## config.mk

```make
export PLATFORM = sky130hd
export DESIGN_NAME = ddc_seq_ctrl
export DESIGN_NICKNAME = d
export VERILOG_FILES = /design/src/rtl/ddc_seq_ctrl.sv
export SDC_FILE = /design/constraint.sdc
export NUM_CORES = 1
export LEC_CHECK = 0
export ABC_CLOCK_PERIOD_IN_PS = 2850
export CELL_PAD_IN_SITES_DETAIL_PLACEMENT = 0
export CELL_PAD_IN_SITES_GLOBAL_PLACEMENT = 1
export CORE_MARGIN = 2
export CORE_UTILIZATION = 42
export CTS_CLUSTER_SIZE = 8
export DETAILED_ROUTE_END_ITERATION = 10
export PLACE_DENSITY = 0.86
export SLEW_MARGIN = 20
export SYNTH_ARGS = -nofsm -noshare
export SYNTH_HDL_FRONTEND = slang
export SYNTH_SLANG_ARGS = --single-unit
```

## constraint.sdc

```tcl
create_clock -name clk_ddc -period 2.85 [get_ports clk_ddc]
set_clock_uncertainty 0.15 [all_clocks]
set_input_delay 0.57 -clock clk_ddc [delete_from_list [all_inputs] [get_ports clk_ddc]]
set_output_delay 0.57 -clock clk_ddc [all_outputs]
set_load 0.05 [all_outputs]
```

## src/rtl/ddc_seq_ctrl.sv

```systemverilog
// Mode-driven sequencer for the DDC chain: filters fpga_mod, drains the chain,
// reprograms NCO/FIR over AXI-S config, waits for FIR refill and owns the decimation strobe.
module ddc_seq_ctrl #(
    parameter int unsigned STABLE_CYC = 8,
    parameter int unsigned DRAIN_CYC  = 64,
    parameter int unsigned SETTLE_CYC = 128,
    parameter int unsigned TO_CYC     = 1024,
    parameter logic [31:0] NCO_PINC   = 32'h4000_0000
) (
    input  logic        clk_ddc,
    input  logic        reset,
    input  logic [7:0]  fpga_mod,
    input  logic        fir_dv,
    input  logic        fir_cfg_tready,
    output logic        nco_cfg_tvalid,
    output logic [31:0] nco_cfg_tdata,
    output logic        fir_cfg_tvalid,
    output logic [7:0]  fir_cfg_tdata,
    output logic        ddc_en,
    output logic        ds_valid,
    output logic        busy,
    output logic        cfg_err
);

    localparam int unsigned STAB_W   = $clog2(STABLE_CYC + 1);
    localparam int unsigned DRAIN_W  = (DRAIN_CYC > 1) ? $clog2(DRAIN_CYC) : 1;
    localparam int unsigned SETTLE_W = (SETTLE_CYC > 1) ? $clog2(SETTLE_CYC) : 1;
    localparam int unsigned TO_W     = (TO_CYC > 1) ? $clog2(TO_CYC) : 1;

    typedef enum logic [2:0] {
        ST_RUN,
        ST_DRAIN,
        ST_NCO,
        ST_FIR,
        ST_SETTLE
    } state_e;

    state_e state_q, state_d;

    logic [7:0]          cur_mode_q, cur_mode_d;
    logic [7:0]          mod_prev_q, mod_prev_d;
    logic [7:0]          req_mode_q, req_mode_d;
    logic                req_q, req_d;
    logic [STAB_W-1:0]   stab_cnt_q, stab_cnt_d;
    logic [DRAIN_W-1:0]  drain_cnt_q, drain_cnt_d;
    logic [SETTLE_W-1:0] settle_cnt_q, settle_cnt_d;
    logic [TO_W-1:0]     to_cnt_q, to_cnt_d;
    logic [3:0]          ds_cnt_q, ds_cnt_d;
    logic                ds_valid_q, ds_valid_d;
    logic                cfg_err_q, cfg_err_d;

    logic       drain_done;
    logic       settle_done;
    logic       to_done;
    logic       fir_exit;
    logic       consume;
    logic       fir_set;
    logic [3:0] ds_max;

    assign drain_done  = (drain_cnt_q == DRAIN_W'(DRAIN_CYC - 1));
    assign settle_done = (settle_cnt_q == SETTLE_W'(SETTLE_CYC - 1));
    assign to_done     = (to_cnt_q == TO_W'(TO_CYC - 1));
    assign fir_exit    = fir_cfg_tready || to_done;
    // A pending request is held off in FIR until the config handshake or timeout.
    assign consume     = req_q && ((state_q != ST_FIR) || fir_exit);
    assign fir_set     = cur_mode_q inside {8'h02, 8'h03, 8'h04};
    assign ds_max      = (cur_mode_q inside {8'h09, 8'h0B, 8'h0C}) ? 4'd9 : 4'd3;

    always_ff @(posedge clk_ddc) begin
        if (reset) begin
            state_q <= ST_DRAIN;
        end else begin
            state_q <= state_d;
        end
    end

    always_comb begin
        state_d = state_q;
        unique case (state_q)
            ST_RUN:    if (req_q) state_d = ST_DRAIN;
            ST_DRAIN:  if (!req_q && drain_done) state_d = ST_NCO;
            ST_NCO:    state_d = req_q ? ST_DRAIN : ST_FIR;
            ST_FIR:    if (fir_exit) state_d = req_q ? ST_DRAIN : ST_SETTLE;
            ST_SETTLE: begin
                if (req_q) begin
                    state_d = ST_DRAIN;
                end else if (fir_dv && settle_done) begin
                    state_d = ST_RUN;
                end
            end
            default:   state_d = ST_DRAIN;
        endcase
    end

    always_comb begin
        nco_cfg_tvalid = 1'b0;
        nco_cfg_tdata  = '0;
        fir_cfg_tvalid = 1'b0;
        fir_cfg_tdata  = '0;
        ddc_en         = 1'b0;
        busy           = 1'b1;
        unique case (state_q)
            ST_RUN: begin
                ddc_en = 1'b1;
                busy   = 1'b0;
            end
            ST_NCO: begin
                nco_cfg_tvalid = 1'b1;
                nco_cfg_tdata  = NCO_PINC;
            end
            ST_FIR: begin
                fir_cfg_tvalid = 1'b1;
                fir_cfg_tdata  = {7'd0, fir_set};
            end
            ST_SETTLE: ddc_en = 1'b1;
            default: ;
        endcase
    end

    assign ds_valid = ds_valid_q;
    assign cfg_err  = cfg_err_q;

    always_comb begin
        mod_prev_d = fpga_mod;
        // Counter holds the number of consecutive cycles fpga_mod has kept its value.
        if (fpga_mod != mod_prev_q) begin
            stab_cnt_d = STAB_W'(1);
        end else if (stab_cnt_q == STAB_W'(STABLE_CYC)) begin
            stab_cnt_d = stab_cnt_q;
        end else begin
            stab_cnt_d = stab_cnt_q + 1'b1;
        end

        req_d      = req_q;
        req_mode_d = req_mode_q;
        cur_mode_d = cur_mode_q;
        if ((stab_cnt_d == STAB_W'(STABLE_CYC)) && (fpga_mod != cur_mode_q)) begin
            req_d      = 1'b1;
            req_mode_d = fpga_mod;
        end
        if (consume) begin
            req_d      = 1'b0;
            cur_mode_d = req_mode_q;
        end

        drain_cnt_d = '0;
        if ((state_q == ST_DRAIN) && !req_q && !drain_done) begin
            drain_cnt_d = drain_cnt_q + 1'b1;
        end

        to_cnt_d = '0;
        if ((state_q == ST_FIR) && !fir_exit) begin
            to_cnt_d = to_cnt_q + 1'b1;
        end

        settle_cnt_d = '0;
        if ((state_q == ST_SETTLE) && !req_q) begin
            if (!fir_dv) begin
                settle_cnt_d = settle_cnt_q;
            end else if (!settle_done) begin
                settle_cnt_d = settle_cnt_q + 1'b1;
            end
        end

        cfg_err_d = cfg_err_q || ((state_q == ST_FIR) && !fir_cfg_tready && to_done);

        ds_cnt_d   = '0;
        ds_valid_d = 1'b0;
        if ((state_q == ST_RUN) && !req_q) begin
            ds_valid_d = fir_dv && (ds_cnt_q == 4'd0);
            if (!fir_dv) begin
                ds_cnt_d = ds_cnt_q;
            end else if (ds_cnt_q != ds_max) begin
                ds_cnt_d = ds_cnt_q + 1'b1;
            end
        end
    end

    always_ff @(posedge clk_ddc) begin
        if (reset) begin
            cur_mode_q   <= fpga_mod;
            mod_prev_q   <= fpga_mod;
            req_mode_q   <= '0;
            req_q        <= 1'b0;
            stab_cnt_q   <= '0;
            drain_cnt_q  <= '0;
            settle_cnt_q <= '0;
            to_cnt_q     <= '0;
            ds_cnt_q     <= '0;
            ds_valid_q   <= 1'b0;
            cfg_err_q    <= 1'b0;
        end else begin
            cur_mode_q   <= cur_mode_d;
            mod_prev_q   <= mod_prev_d;
            req_mode_q   <= req_mode_d;
            req_q        <= req_d;
            stab_cnt_q   <= stab_cnt_d;
            drain_cnt_q  <= drain_cnt_d;
            settle_cnt_q <= settle_cnt_d;
            to_cnt_q     <= to_cnt_d;
            ds_cnt_q     <= ds_cnt_d;
            ds_valid_q   <= ds_valid_d;
            cfg_err_q    <= cfg_err_d;
        end
    end

endmodule

```

# Word-level counts from Yosys, hierarchy flattened
# Index checks and enable logic that the tools add are counted.
[totals] wordCells=96 inputBits=12 register_bits=61 out_inout_bits=46
[classes] n_mux=21 n_addsub=5 reduce_logical=31 n_bitwise=4 n_eq_ne=23
[ops] cell="$mux W31" count=1
[ops] cell="$eq A8 B4 Y1 const B" count=3
[ops] cell="$mux W3" count=6
[ops] cell="$eq A8 B2 Y1 const B" count=2
[ops] cell="$mux W4" count=4
[ops] cell="$mux W8" count=2
[ops] cell="$ne A8 B8 Y1" count=2
[ops] cell="$pmux W3 S5" count=1
[ops] cell="$logic_and A1 B1 Y1" count=12
[ops] cell="$reduce_or A2 Y1" count=6
[ops] cell="$add A10 B1 Y10 const B" count=1
[ops] cell="$eq A10 B10 Y1 const B" count=1
[ops] cell="$add A4 B1 Y4 const B" count=2
[ops] cell="$eq A4 B4 Y1 const B" count=2
[ops] cell="$eq A8 B3 Y1 const B" count=1
[ops] cell="$add A7 B1 Y7 const B" count=1
[ops] cell="$eq A7 B7 Y1 const B" count=1
[ops] cell="$mux W7" count=1
[ops] cell="$add A6 B1 Y6 const B" count=1
[ops] cell="$eq A3 B2 Y1 const B" count=2
[ops] cell="$eq A6 B6 Y1 const B" count=1
[ops] cell="$ne A2 B2 Y1 const B" count=3
[ops] cell="$reduce_bool A3 Y1" count=2
[ops] cell="$mux W1" count=5
[ops] cell="13 further kinds" count=21

# Depth between registers and ports, before layout
[depth] depth_word=6 depth_mapped=8 ltp_nobuf=7

# Least setup slack after synthesis
# No wires, ideal clock.
[synth_path] path_kind="flip-flop to output port" from="register state_q[2]" to="output fir_cfg_tdata[0]" path_buffers=0 arrival_ps=2039 t_required_ps=2130 stages_incl_launch_ff=6 slack_ps=91 path_cell_list="dfxtp_1 clkinv_1 nand3_1 inv_1 nand2_1 nor3_1"
[synth_between] elab_chain_len=2
[synth_lines] item="start, declared" line="38" text="state_e state_q, state_d;"
[synth_lines] item="start signal, assigned" line="73" text="state_q <= state_d;"
[synth_lines] item="$eq A3 B2 Y1" line="102" text="unique case (state_q)"
[synth_lines] item="$mux W1" line="102"
[synth_lines] item="end, declared" line="18" text="output logic [7:0] fir_cfg_tdata,"
# No other way between the ends.

# Final worst setup path
[layout_path] from="register state_q[0]" to="output fir_cfg_tvalid"
[layout_between] elab_chain_len=2
[layout_lines] item="$eq A3 B2 Y1" line="102"
[layout_lines] item="$mux W1" line="102"
[layout_lines] item="end, declared" line="17" text="output logic fir_cfg_tvalid,"
# No other way between the ends.

==> metrics.cfg <==
[floorplan]
die_y_um=89.0
dieArea_mm2=0.00792
core_area_mm2=0.00691
die_x_um=89.0
boundaryPins=58
rows=30
start_util_pct=43.9

[sta]
finalSetupTns_ns=0
fmax_ghz=0.372
finalMaxSlewViolations=0
setup_viol=0
relSlewSlack_pct=61.7
min_period_ns=2.69
tightestPinTransition_ns=0.575
rsz0062_at_grt=false
fin_crit_sh_pct=94.3
report.final.hold_viol_count=0

[power]
ir_drop_v=0.000223
p_int_mw=1.41
combPwrFrac_pct=10.7
switching_share_pct=25.6
total_power_mw=1.89
power_frac_seq_pct=47.6
clockPowerShare_pct=41.6
power_density_mw_per_mm2=563
power.leakage_nw=1.25
netSwitchingPower_uw=485

[detailed_routing]
postRouteAntennaNets=0
drt_first_pass_iters=5
vias_per_cell=4.67
drc_errors=0
vias=2084
wl_per_cell_um=11.6
totalWireLength_um=5160
drt_iter0_markers=81

[clocking]
postCtsHoldBufs=0
clockRootBuffer=clkbuf_8
cts_setup_buffers=0
cts_sinks=61
insertion_delay_ns=0.35
cts_tree=yes
htreeDepth=3
ctsResizeCount=0
cts_buffers=9
clk_path_buf_depth=2
clkTransAtPathRegs_ns=0.06

[yosys]
synth_seq_cells=61
async_reset_ff_share_pct=0
ys_warn_count=0
ys_seq_area_share_pct=42.9
synth_edf_count=8
synth.distinct_cells=45
synth_cells=322
yosysTopAreaCellShare_pct=35.0
synth_top_cells_by_area=dfxtp_1 35%, buf_4 9.6%, edfxtp_1 7.9%, xnor2_1 5.2%, xor2_1 4.9%
synth_common_cells=53 x dfxtp_1, 39 x buf_4, 36 x nor2_1
synth_area_mm2=0.00303
yosysMostFrequentCell=dfxtp_1
synthFlopType=dfxtp_1
synth_area_per_cell_um2=9.42
synth_top_area_cell=dfxtp_1

[finish]
nets=365
final_cells=446
antenna_cells=0
final_util_pct=48.7
drive_above_1_share_pct=8.86
synthToLayoutAreaGrowth_pct=10.8

[run_status]
status=completed

[global_route]
grt_max_degree=23
antenna_found_initial=0
first_global_vias=1863
gr-total-overflow=0
grt_use_total_pct=14.0
grt_pass1_wl_um=8360

[setup_path]
start_kind=flop
worstPathRequired_ns=2.13
worst-path-max-fanout=7
reg2reg_slack_ns=0.81
worstSetupPathType=reg2out
endpoint_kind=output pin
cp.arrival_ns=1.97

[placed_design]
globalplace.congestion=0.787
portBuffers=19
placed_cells=431
hpwl_um=3710

[flow_run]
maxCapViolations=0

[min_path]
hp-class=reg2reg

## cell families after synthesis
logic type | share of synthesized area [%]
buffers and inverters | 12.5
XOR/XNOR | 10.1
multiplexers | 3.96
other | 0.124
AO/OA/AOI/OAI | 8.50
AND/OR/NAND/NOR | 19.1
adder cells (fa/ha/maj) | 2.89
flip-flops | 42.9
## state kept, by name, indices dropped and copies added (netlist names)
| signal | flops |
|---|---|
| cfg_err | 1 |
| cur_mode_q | 8 |
| drain_cnt_q | 6 |
| ds_cnt_q | 4 |
| ds_valid | 1 |
| mod_prev_q | 8 |
| req_mode_q | 8 |
| req_q | 1 |
| settle_cnt_q | 7 |
| stab_cnt_q | 4 |
| state_q | 3 |
| to_cnt_q | 10 |
## worst max-delay path, cell delays in order, from the launching register on
cell and delay, ns:
dfxtp_1 0.44, nand3_1 0.19, inv_1 0.17, clkdlybuf4s50_1 0.82
## final cells by class
type	count	area [um2]
repair buffers	21	203
multi-input cells	242	1490
fillers	633	3540
clock inverters	1	30.0
well taps	96	120
clock buffers	14	173
flip-flops and latches	61	1300
inverters	11	41.3
## routing by layer
layer  vias to the layer above  GRT usage [%]  share of wire (%)
li1                       1060              -                  -
met1                       962           17.3                 47
met2                        49           21.5                 45
met3                        13           4.52                5.4
met4                         0           7.73                2.6
met5                         -              0                  0
## cells in the final DEF (no fill, tap or decap), drive strengths merged, types with 11 or more instances in the layout
master,count
dfxtp,53
conb,38
nor2,36
nand3,21
xnor2,18
clkdlybuf4s50,18
xor2,17
a21oi,16
nand2,14
clkbuf,14
o21ai,11
## power groups by stage
stage / Combinational [mW] / Clock [mW] / Sequential, mW
after floorplan: 0.210 / 0 / 0.917
after global placement: 0.201 / 0 / 0.920
after detailed placement: 0.202 / 0 / 0.920
after CTS: 0.203 / 0.808 / 0.901
after global routing: 0.216 / 0.853 / 0.902
final: 0.203 / 0.788 / 0.901
## metrics by stage
stage / hold WS [ns] / setup slack, ns / area, um2
3_3_place_gp: 0.281 / 0.226 / 3160
6_report: 0.294 / 0.163 / 3360
2_1_floorplan: 0.268 / 0.0912 / 3170
5_1_grt: 0.315 / 0.0838 / 3360
3_5_place_dp: 0.290 / 0.195 / 3160
4_1_cts: 0.301 / 0.165 / 3360
## path summary, 6_finish.rpt
check	from	endpoint	cells after the start
setup / recovery	state_q[0]$_SDFFE_PP1P_	fir_cfg_tvalid	3
hold / removal	drain_cnt_q[0]$_SDFF_PP0_	drain_cnt_q[0]$_SDFF_PP0_	1
setup reg to reg	to_cnt_q[0]$_SDFF_PP0_	cur_mode_q[5]$_DFFE_PP_	5
hold reg to reg	drain_cnt_q[0]$_SDFF_PP0_	drain_cnt_q[0]$_SDFF_PP0_	1
(Power assumes the default switching activity.)
